File: src/rtl/xrv_tag_pkg.sv
// Shared types and defaults for the xrv tag allocator.
package xrv_tag_pkg;

  localparam int XRV_NUM_TAGS = 8;
  localparam int XRV_TAG_W    = $clog2(XRV_NUM_TAGS);

  typedef logic [XRV_TAG_W-1:0] tag_t;
  typedef logic [XRV_TAG_W:0]   cnt_t;

endpackage

File: src/rtl/xrv_ff_one.sv
// Find-first-one: index of the lowest set bit of in_i, plus an all-zero flag.
module xrv_ff_one #(
  parameter  int DATA_WIDTH_P = 8,
  localparam int IDX_W        = (DATA_WIDTH_P > 1) ? $clog2(DATA_WIDTH_P) : 1
) (
  input  logic [DATA_WIDTH_P-1:0] in_i,
  output logic [IDX_W-1:0]        first_one_o,
  output logic                    no_ones_o
);

  logic [DATA_WIDTH_P:0]   lower_any;
  logic [DATA_WIDTH_P-1:0] onehot;

  assign lower_any[0] = 1'b0;

  // Prefix-OR chain isolates the lowest set bit as a one-hot vector.
  for (genvar gi = 0; gi < DATA_WIDTH_P; gi++) begin : g_chain
    assign lower_any[gi+1] = lower_any[gi] | in_i[gi];
    assign onehot[gi]      = in_i[gi] & ~lower_any[gi];
  end

  always_comb begin
    first_one_o = '0;
    for (int i = 0; i < DATA_WIDTH_P; i++) begin
      if (onehot[i]) first_one_o = first_one_o | IDX_W'(i);
    end
  end

  assign no_ones_o = ~lower_any[DATA_WIDTH_P];

endmodule

File: src/rtl/xrv_tag_alloc.sv
// Tag allocator: offers the lowest free tag through a registered valid/ready port.
// Define XRV_TAG_ALLOC_FREE_CHK_EN to enable the sticky illegal-free flag on error_o.
module xrv_tag_alloc
  import xrv_tag_pkg::*;
#(
  parameter  int NUM_TAGS_P = XRV_NUM_TAGS,
  localparam int TAG_W      = $clog2(NUM_TAGS_P),
  localparam int CNT_W      = $clog2(NUM_TAGS_P) + 1
) (
  input  logic             clk_i,
  input  logic             rst_i,
  input  logic             flush_i,
  output logic             alloc_valid_o,
  output logic [TAG_W-1:0] alloc_tag_o,
  input  logic             alloc_ready_i,
  input  logic             free_valid_i,
  input  logic [TAG_W-1:0] free_tag_i,
  output logic [CNT_W-1:0] in_use_o,
  output logic             error_o
);

  logic [NUM_TAGS_P-1:0] free_q, free_d;
  logic                  valid_q, valid_d;
  logic [TAG_W-1:0]      tag_q, tag_d;
  logic [CNT_W-1:0]      cnt_q, cnt_d;

  logic [TAG_W-1:0]      ff_idx;
  logic                  ff_none;
  logic                  fire, load;
  logic                  in_range, tag_is_free, tag_is_held, free_legal;

  xrv_ff_one #(
    .DATA_WIDTH_P(NUM_TAGS_P)
  ) u_ff_one (
    .in_i        (free_q),
    .first_one_o (ff_idx),
    .no_ones_o   (ff_none)
  );

  assign fire = valid_q & alloc_ready_i;
  assign load = ~valid_q | fire;

  // Zero-extend before comparing so non-power-of-two pools reject stray indices.
  assign in_range    = {1'b0, free_tag_i} < CNT_W'(NUM_TAGS_P);
  assign tag_is_free = in_range && free_q[free_tag_i];
  assign tag_is_held = valid_q && (free_tag_i == tag_q);
  assign free_legal  = free_valid_i && in_range && !tag_is_free && !tag_is_held;

  always_comb begin
    free_d  = free_q;
    valid_d = valid_q;
    tag_d   = tag_q;
    cnt_d   = cnt_q;

    if (free_legal) free_d[free_tag_i] = 1'b1;

    // Selection uses the pre-edge bitmap, so a freed tag is offered one cycle later.
    if (load) begin
      valid_d = ~ff_none;
      if (!ff_none) begin
        tag_d          = ff_idx;
        free_d[ff_idx] = 1'b0;
      end
    end

    case ({fire, free_legal})
      2'b10:   cnt_d = cnt_q + 1'b1;
      2'b01:   cnt_d = cnt_q - 1'b1;
      default: cnt_d = cnt_q;
    endcase

    if (flush_i) begin
      free_d  = '1;
      valid_d = 1'b0;
      cnt_d   = '0;
    end
  end

  always_ff @(posedge clk_i) begin
    if (rst_i) begin
      free_q  <= '1;
      valid_q <= 1'b0;
      tag_q   <= '0;
      cnt_q   <= '0;
    end else begin
      free_q  <= free_d;
      valid_q <= valid_d;
      tag_q   <= tag_d;
      cnt_q   <= cnt_d;
    end
  end

  assign alloc_valid_o = valid_q;
  assign alloc_tag_o   = tag_q;
  assign in_use_o      = cnt_q;

`ifdef XRV_TAG_ALLOC_FREE_CHK_EN
  logic err_q;
  logic free_bad;

  assign free_bad = free_valid_i && !free_legal;

  // Sticky until reset; flush deliberately leaves it alone.
  always_ff @(posedge clk_i) begin
    if (rst_i)         err_q <= 1'b0;
    else if (free_bad) err_q <= 1'b1;
  end

  assign error_o = err_q;
`else
  assign error_o = 1'b0;
`endif

endmodule
File: config.mk
export PLATFORM = sky130hd
export DESIGN_NAME = xrv_tag_alloc
export DESIGN_NICKNAME = d
export VERILOG_FILES = /design/src/rtl/xrv_tag_pkg.sv /design/src/rtl/xrv_ff_one.sv /design/src/rtl/xrv_tag_alloc.sv
export SDC_FILE = /design/constraint.sdc
export NUM_CORES = 1
export LEC_CHECK = 0
export CAP_MARGIN = 10
export CORE_MARGIN = 5
export CORE_UTILIZATION = 50
export CTS_CLUSTER_SIZE = 40
export DETAILED_ROUTE_END_ITERATION = 6
export GPL_TIMING_DRIVEN = 0
export PLACE_DENSITY = 0.76
export SLEW_MARGIN = 10
export SYNTH_ARGS = -nofsm -noshare
export SYNTH_HDL_FRONTEND = slang
export SYNTH_HIERARCHICAL = 1
export SYNTH_SLANG_ARGS = --single-unit
File: constraint.sdc
create_clock -name clk_i -period 3.4 [get_ports clk_i]
set_input_delay 0.68 -clock clk_i [delete_from_list [all_inputs] [get_ports clk_i]]
set_output_delay 0.68 -clock clk_i [all_outputs]
set_load 0.01 [all_outputs]
Yosys cells after proc, flatten, opt, wreduce, memory -nomap -nowiden
Index checks and enable logic that the tools add are counted.
Word-level totals
  input bits: 8
  word-level logic and storage cells: 67
  register bits after elaboration: 16
  output and inout bits: 9
Operators by class
  add/sub/neg operators: 2
  reduce and logical (&&, ||, !) cells: 10
  eq/ne operators: 3
  $lt $le $gt $ge: 4
  multiplexer cells: 17
  bitwise gates (word level): 27
Operator list (count)
  $mux W8: 3
  $mux W3: 4
  $and A1 B1 Y1: 8
  $and A8 B8 Y8: 1
  $lt A3 B4 Y1 const B: 2
  $not A1 Y1: 8
  $not A8 Y8: 1
  $or A1 B1 Y1: 8
  $or A8 B8 Y8: 1
  $pmux W4 S2: 1
  $demux W1 S3: 2
  $ge A3 B1 Y1 const B: 2
  $logic_and A1 B1 Y1: 5
  $add A4 B1 Y4 const B: 1
  $mux W1: 4
  $mux W2: 2
  $sub A4 B1 Y4 const B: 1
  $bmux W1 S3: 1
  $eq A3 B3 Y1: 1
  $eq A2 B1 Y1 const B: 1
  $eq A2 B2 Y1 const B: 1
  $logic_not A1 Y1: 2
  $reduce_and A2 Y1: 1
  $reduce_bool A2 Y1: 1
  $reduce_or A2 Y1: 1

Logic depth before layout (Yosys ltp)
Gate-level depths: netlist of the first run.
  depth after elaboration: 17
  gate-level depth with buffers: 11
  depth with buffers taken out: 10

Modules after synthesis
Netlist of the first run, hierarchy kept.
Modules (own cells, without submodules)
  xrv_tag_alloc: seq. area each 320.3 sq um, instances 1, area an instance 922.1 sq um, cells each 109
  xrv_ff_one: seq. area each 0.0 sq um, instances 1, area an instance 87.6 sq um, cells each 16

Worst setup path before layout of the first run
Ideal clock, no wire load.
  path kind: input to register
  from: input port free_tag_i[0]
  to: register cnt_q[2] (netlist: in_use_o[2])
  stages on the path: 11
  arrival: 2.763 ns
  data required time: 3.330 ns
  slack: 0.567 ns
  buffers on the path: 1
  library setup time: 0.070 ns
  cells stage by stage: buf_6 mux4_1 mux2i_1 and3_1 ha_1 xor2_1 ha_1 a21oi_1 xor2_1 or3_1 a21oi_1
Between the ends
  longest elaborated chain between the ends: 7
  elaborated cells between the ends (all ways): 12
  classes of those cells: 3 x eq/ne; 3 x mux; 6 x reduce/logical
Ends and longest elaborated chain
  from (decl): RTL line xrv_tag_alloc.sv:17  | input logic [TAG_W-1:0] free_tag_i,
  $bmux W1 S3: RTL line xrv_tag_alloc.sv:45  | assign tag_is_free = in_range && free_q[free_tag_i];
  $mux W1 (implied by the code): RTL line xrv_tag_alloc.sv:45
  $logic_not A1 Y1: RTL line xrv_tag_alloc.sv:47  | assign free_legal = free_valid_i && in_range && !tag_is_free && !tag_is_held;
  $logic_and A1 B1 Y1: RTL line xrv_tag_alloc.sv:47
  $logic_and A1 B1 Y1 (*): RTL line xrv_tag_alloc.sv:47
  $eq A2 B1 Y1 / $eq A2 B2 Y1 (equally long branches): RTL line xrv_tag_alloc.sv:66  | case ({fire, free_legal})
  $pmux W4 S2 / $reduce_bool A2 Y1 (equally long branches)
  to (signal assigned): RTL line xrv_tag_alloc.sv:89  | cnt_q <= cnt_d;
  to (decl): RTL line xrv_tag_alloc.sv:25  | logic [CNT_W-1:0] cnt_q, cnt_d;
Every way passes the cells marked *; elsewhere a longest branch is shown, timed or not. The select of a mux whose other input is x is not followed.
A chain may end at the register's enable or synchronous reset.

Final worst setup path of the first run
Same ends and word-level chain as after synthesis.

==> summary.md, run 1 <==
| Metric | Value |
|---|---|
| Outcome | complete, no violations |
| Core area | 1942 um2 |
| Commonest non-fill, non-tap cell in the layout | nor2_1 |
| Netlist cell types | 38 |
| RSZ-0062 raised after global routing | false |
| GR peak layer | met2 |
| Vias in the first global route | 932 |
| Final net count | 153 |
| CTS resizes | 0 |
| Setup crit end kind | register |
| Logic pwr share | 14.3% |
| Post-synth EDFFs | 0 |
| Row count | 16 |
| Worst Path Required | 3.62 ns |
| Largest net degree at the start of global routing | 11 |
| Met1 Resource Use GR | 27.96% |
| Total GRT Usage | 19.79% |
| WP data arrival | 3.05 ns |
| Leak pwr | 0.4177 nW |
| Vias | 977 |
| Clock Pin Slew Worst Setup and Hold Paths | 0.09 ns |
| R2R cell count | 10 |
| Initial antenna violation count | 0 |
| Slew Limit Headroom | 59.57% |
| Count of final max-slew check failures | 0 |
| Sequential Power Share | 52.2% |
| Ant diodes | 0 |
| Psw | 0.09628 mW |
| Max IR drop VDD | 0.1870 mV |
| Tmin final | 2.829 ns |
| Clock sinks | 16 |
| Ys Warns | 6 |
| Ys async rst share | 0% |
| Top post-synthesis cells by area | dfxtp_1 32%, nor2_1 7.4%, a21oi_1 6.4% |
| Final hold violation count | 0 |
| Hold Buf Count CTS | 0 |
| DR iter-0 viols | 25 |
| Placer Congestion | 0.8733 |
| Buffers on Ports | 12 |
| DR pass1 iterations | 4 |
| Sw Ratio | 25.55% |
| Int Power | 0.2805 mW |
| Worst hold path type | register to register |
| Clock share of power | 33.6% |
| Yosys top cell area share | 31.72% |
| H-tree depth | 1 |
| Layout Skew | 0.007702 ns |
| PwrDens | 314.0 nW/um2 |
| Hold depth | 2 |
| CTS Root Cell | clkbuf_4 |
| Deepest clock path buffer count | 2 |
| DRT Wirelength | 2.419 mm |
| Startpoint types | input port |
| Flops & latches, synth | 16 |
| Avg Cell Area, Syn | 8.078 um2 |
| Clk Latency, worst-skew pair | 0.29 ns |
| Fraction of layout cells with a size suffix above 1 | 7.801% |
| Syn nets | 136 |
| First-pass GRT wire length | 4.312 mm |
| Slew @ Worst Pin | 0.6065 ns |
| CTS buffer count | 3 |
| Most frequent cells in the layout | 20 x nor2_1, 16 x dfxtp_1, 13 x a21oi_1, 12 x clkdlybuf4s50_1, 9 x nand2_1 |
| Final Cell Area | 1200 um2 |
| Gate Count Post-Synth | 125 |
| Number of remaining DRC errors | 0 |
| CTS tree | yes |
| Initial Util | 52.00% |
| Full die area | 3018 um2 |
| Met3 Resource Use GR | 4.021% |
| Setup tns final | 0 ns |
| Leading area contributor after synthesis | dfxtp_1 |
| Synthesized area | 1010 um2 |
| DP Wirelength | 1.849 mm |
| Ys flop type | dfxtp_1 |
| Antenna Violating Nets Remaining | 0 |
| CP Class | input port to register |
| Fin crit share | 83.21% |
| Routed len/inst | 14.40 um |
| Chip width | 54.94 um |
| Tot Pwr | 0.3768 mW |
| Vias per cell | 5.815 |
| Area grow syn2layout | 18.84% |
| Max Clk Rate | 353.5 MHz |
| Chip height | 54.94 um |
| Postcts setup bufs | 0 |
| Sequential fraction of the synthesis area | 31.72% |
| Placed instance area | 1164 um2 |
| GRT overflow | 0 |
| Max-cap violations | 0 |
| Io pins | 17 |
| Met2 Resource Use GR | 29.13% |
| # setup viols final | 0 |
| Critical-path maximum fanout | 8 |
## metrics by stage
step	utilization (%)	hold slack [ns]	instances	worst slack [ns]
after floorplan	-	0.4770	125	0.5668
after global placement	59.92	0.4597	164	0.3887
after detailed placement	59.92	0.4750	164	0.3085
after CTS	61.79	0.4885	168	0.5936
after global routing	61.79	0.5100	168	0.4026
final	61.79	0.4843	168	0.5710
## worst paths after layout
kind | from | endpoint | slack (ns)
hold / removal | in_use_o[3] | in_use_o[3] | 0.48
setup reg to reg | free_q[0] | in_use_o[2] | 0.72
hold reg to reg | in_use_o[3] | in_use_o[3] | 0.48
setup / recovery | free_tag_i[0] | in_use_o[2] | 0.57
## power by group through the flow
stage | clock network, mW | logic [mW] | registers [mW]
2_1_floorplan | 0 | 0.0336 | 0.200
5_1_grt | 0.144 | 0.0591 | 0.197
4_1_cts | 0.131 | 0.0531 | 0.196
3_5_place_dp | 0 | 0.0528 | 0.201
6_report | 0.127 | 0.0537 | 0.197
3_3_place_gp | 0 | 0.0518 | 0.201
## logic make-up (layout without fill, tap and decap cells)
logic type                 Yosys count  in the layout  synth area share, %
AOI/OAI and AO/OA                   27             27                16.73
xor gates and xnor gates             6              6                5.205
adders and majority gates            3              3                3.718
buffers and inverters                8             24                4.338
DFF                                 16             16                31.72
muxes                                5              5                8.179
other                                1              1               0.3714
and+or+nand+nor                     59             59                29.74
## routing by layer
layer,up-vias,wire length (um)
met1,446,1086
met4,0,12
met5,-,0
li1,489,-
met2,40,1139
met3,2,180
## state kept, by name, summed over array words and instances (netlist names)
| name | cells |
|---|---|
| in_use_o | 4 |
| alloc_valid_o | 1 |
| alloc_tag_o | 3 |
| free_q | 8 |
## cell usage after synthesis, types with 2 or more instances
cell and number:
nand4_1 6, mux2i_1 3, nand2b_1 2, a21oi_1 13
buf_2 2, nor2b_1 3, inv_1 2, ha_1 3
xnor2_1 3, or3_1 3, mux4_1 2, a311oi_1 3
clkbuf_1 2, nor4_1 2, nand2_1 9, nor3b_1 2
o21ai_0 5, dfxtp_1 16, xor2_1 3, nor3_1 4
nor2_1 20
## critical path, stage by stage
cell,delay [ns]
buf_6,0.11
mux4_1,0.55
mux2i_1,0.18
and3_1,0.22
ha_1,0.26
xor2_1,0.21
ha_1,0.18
a21oi_1,0.05
xor2_1,0.16
or3_1,0.31
a21oi_1,0.14
## layout make-up
type | count | area (um2)
fill | 190 | 742.0
buffer | 6 | 36.28
timing repair buffer | 12 | 120.1
inverter | 2 | 7.507
tap | 27 | 33.78
sequential | 16 | 320.3
multi-input combinational | 101 | 645.6
clock buffer | 4 | 36.28
(Power assumes the default switching activity.)
==> run 2: changes to the inputs <==
--- a/config.mk
+++ b/config.mk
@@ -7,11 +7,11 @@
 export LEC_CHECK = 0
 export CAP_MARGIN = 10
 export CORE_MARGIN = 5
-export CORE_UTILIZATION = 50
+export CORE_UTILIZATION = 46
 export CTS_CLUSTER_SIZE = 40
 export DETAILED_ROUTE_END_ITERATION = 6
 export GPL_TIMING_DRIVEN = 0
-export PLACE_DENSITY = 0.76
+export PLACE_DENSITY = 0.73
 export SLEW_MARGIN = 10
 export SYNTH_ARGS = -nofsm -noshare
 export SYNTH_HDL_FRONTEND = slang
==> constraint.sdc (replaced) <==
create_clock -name clk_i -period 2.6 [get_ports clk_i]
set_input_delay 0.52 -clock clk_i [delete_from_list [all_inputs] [get_ports clk_i]]
set_output_delay 0.52 -clock clk_i [all_outputs]
set_load 0.01 [all_outputs]
==> run 2 against run 1 <==
  * Cell count up 0.60%
  * First-iteration DRC count is 80% higher
  * Critical path type unchanged
  * Global-route usage decreased by 5.6 points
  * Non-clock buffer count stayed put
  * Flip-flop and latch count is the same
  * Sequential share of layout area decreased by 0.25 points
  * Via count fell by 0.41%
  * Register-to-register slack got worse by 0.55 ns
  * Worst setup slack worse by 0.41 ns
==> summary.md, run 2 (same netlist as run 1, synthesis figures left out) <==
| Metric | Value |
|---|---|
| Row count | 17 (+1) |
| R2R Path End | in_use_o[2] |
| Leak pwr | 0.4145 nW (-0.75%) |
| Max Clk Rate | 410.6 MHz |
| Area grow syn2layout | 20.45% |
| Startpoint types | input port |
| WP data arrival | 2.65 ns (-0.40 ns) |
| Max-cap violations | 0 (unchanged) |
| Worst Path Required | 2.82 ns (-0.80 ns) |
| # setup viols final | 0 (unchanged) |
| Core area | 2148 um2 (+11%) |
| Full die area | 3232 um2 (+7.1%) |
| Hold depth | 2 (unchanged) |
| CTS buffer count | 3 (unchanged) |
| Worst slack, placed | -0.2098 ns (-0.5183 ns) |
| Tmin final | 2.436 ns |
| Psw | 0.1231 mW (+28%) |
| Vias in the first global route | 883 (-5.3%) |
| Placer Congestion | 0.8651 (-0.94%) |
| Deepest clock path buffer count | 2 (unchanged) |
| CTS tree | yes |
| DR pass1 iterations | 4 (unchanged) |
| Initial antenna violation count | 0 (unchanged) |
| Worst path cell trace | buf_6, mux4_2, mux2i_1, and3_4, ha_4, xor2_1, ha_2, a21oi_1, xor2_1, or3_1, a21oi_1 |
| RSZ-0062 raised after global routing | false |
| Antenna Violating Nets Remaining | 0 (unchanged) |
| DRT Wirelength | 2.316 mm (-4.3%) |
| Fin crit share | 93.67% |
| Fin cells | 169 (+0.60%) |
| PwrDens | 403.4 nW/um2 (+28%) |
| Chip height | 56.85 um (+3.5%) |
| Slew Limit Headroom | 60.06% (+0.49 points) |
| Largest net degree at the start of global routing | 11 (unchanged) |
| Placed instance area | 1172 um2 (+0.75%) |
| Int Power | 0.3675 mW (+31%) |
| Final worst slack | 0.1645 ns (-0.4065 ns) |
| Count of final max-slew check failures | 0 (unchanged) |
| Layout Skew | 0.005529 ns (-0.002173 ns) |
| Clock sinks | 16 (unchanged) |
| Most frequent cells in the layout | 20 x nor2_1, 15 x dfxtp_1, 13 x a21oi_1, 12 x clkdlybuf4s50_1, 9 x nand2_1 |
| Setup tns final | 0 ns (unchanged) |
| Critical-path maximum fanout | 8 (unchanged) |
| Vias per cell | 5.757 (-1.0%) |
| Tot Pwr | 0.4906 mW (+30%) |
| Sequential Power Share | 52.2% (about the same) |
| R2R Setup Slk | 0.17 ns (-0.55 ns) |
| Largest stage delay, worst path | 0.49 ns (-0.06 ns) |
| Chip width | 56.85 um (+3.5%) |
| R2R cell count | 10 (unchanged) |
| Worst hold path type | register to register |
| Clk Latency, worst-skew pair | 0.28 ns (about the same) |
| Logic pwr share | 14.4% (about the same) |
| Core Util, Final | 56.61% (-5.2 points) |
| Final net count | 153 (unchanged) |
| Clock share of power | 33.4% (-0.2 points) |
| Io pins | 17 (unchanged) |
| H-tree depth | 1 (unchanged) |
| WHS Endpoint | in_use_o[3] |
| Number of remaining DRC errors | 0 (unchanged) |
| Hold_sp | in_use_o[3] |
| Clock Pin Slew Worst Setup and Hold Paths | 0.09 ns (about the same) |
| Largest Register | free_q |
| Hold Buf Count CTS | 0 (unchanged) |
| Setup crit end kind | register |
| Post-Place Cells | 165 (+0.61%) |
| Final Cell Area | 1216 um2 (+1.4%) |
| Initial Util | 47.00% (-5.0 points) |
| Buffers on Ports | 12 (unchanged) |
| DR iter-0 viols | 45 (+80%) |
| GRT overflow | 0 (unchanged) |
| DP Wirelength | 1.780 mm (-3.7%) |
| Max IR drop VDD | 0.3137 mV (+68%) |
| Max FFs per register | 8 (unchanged) |
| R2R Path Start | free_q[6] |
| Slowest CP cell | mux4_2 |
| Fraction of layout cells with a size suffix above 1 | 12.77% (+5.0 points) |
| Vias | 973 (-0.41%) |
| Outcome | complete, no violations |
| Final hold violation count | 0 (unchanged) |
| Sw Ratio | 25.09% (-0.46 points) |
| Ant diodes | 0 (unchanged) |
| Total GRT Usage | 14.18% (-5.6 points) |
| CTS Root Cell | clkbuf_4 |
| Final hold slack | 0.4911 ns (+0.006762 ns) |
| Routed len/inst | 13.70 um (-4.8%) |
| Slew @ Worst Pin | 0.5979 ns (-0.008595 ns) |
| Commonest non-fill, non-tap cell in the layout | nor2_1 |
| CP Class | input port to register |
| First-pass GRT wire length | 3.712 mm (-14%) |
run 2: per-layer routing:
| layer | share of wire [%] | global-route usage, % |
|---|---|---|
| met1 | 45 | 18.12 |
| met2 | 45 | 23.60 |
| met3 | 9.8 | 2.759 |
| met4 | 0.78 | 4.967 |
| met5 | 0 | 0 |
run 2: power by group through the flow:
| stage | clock network (mW) | logic, mW | registers [mW] |
|---|---|---|---|
| after floorplan | 0 | 0.0450 | 0.262 |
| after global placement | 0 | 0.0679 | 0.262 |
| after detailed placement | 0 | 0.0691 | 0.262 |
| after CTS | 0.167 | 0.0693 | 0.256 |
| after global routing | 0.183 | 0.0762 | 0.257 |
| final | 0.164 | 0.0705 | 0.256 |
run 2: how the worst max path moves through the flow:
stage	startpoint	end
after floorplan	free_tag_i[0]	in_use_o[2]
after global placement	free_tag_i[2]	in_use_o[2]
after detailed placement	free_tag_i[2]	in_use_o[2]
after CTS	free_tag_i[2]	in_use_o[2]
after global routing	free_q[6]	in_use_o[2]
final	free_tag_i[0]	in_use_o[2]
run 2: worst max-delay path, delay by kind of cell:
family | cells | cell delay, ns
fa+ha+maj | 2 | 0.33
simple gates | 2 | 0.52
compound gates | 2 | 0.18
xor+xnor | 2 | 0.31
buf+inv | 1 | 0.11
mux | 2 | 0.66
run 2: area by class of cell:
type	count	area, um2
plain buffers	6	37.54
clock buffers	4	36.28
repair buffers	12	120.1
flip-flops and latches	16	321.6
fillers	211	932.1
well taps	28	35.03
inverters	2	7.507
multi-input cells	101	658.1
run 2: repair_timing:
action,4_1_cts,5_1_grt
gates resized for setup,0,4
setup buffers,0,0
endpoints found under the setup margin,0,1
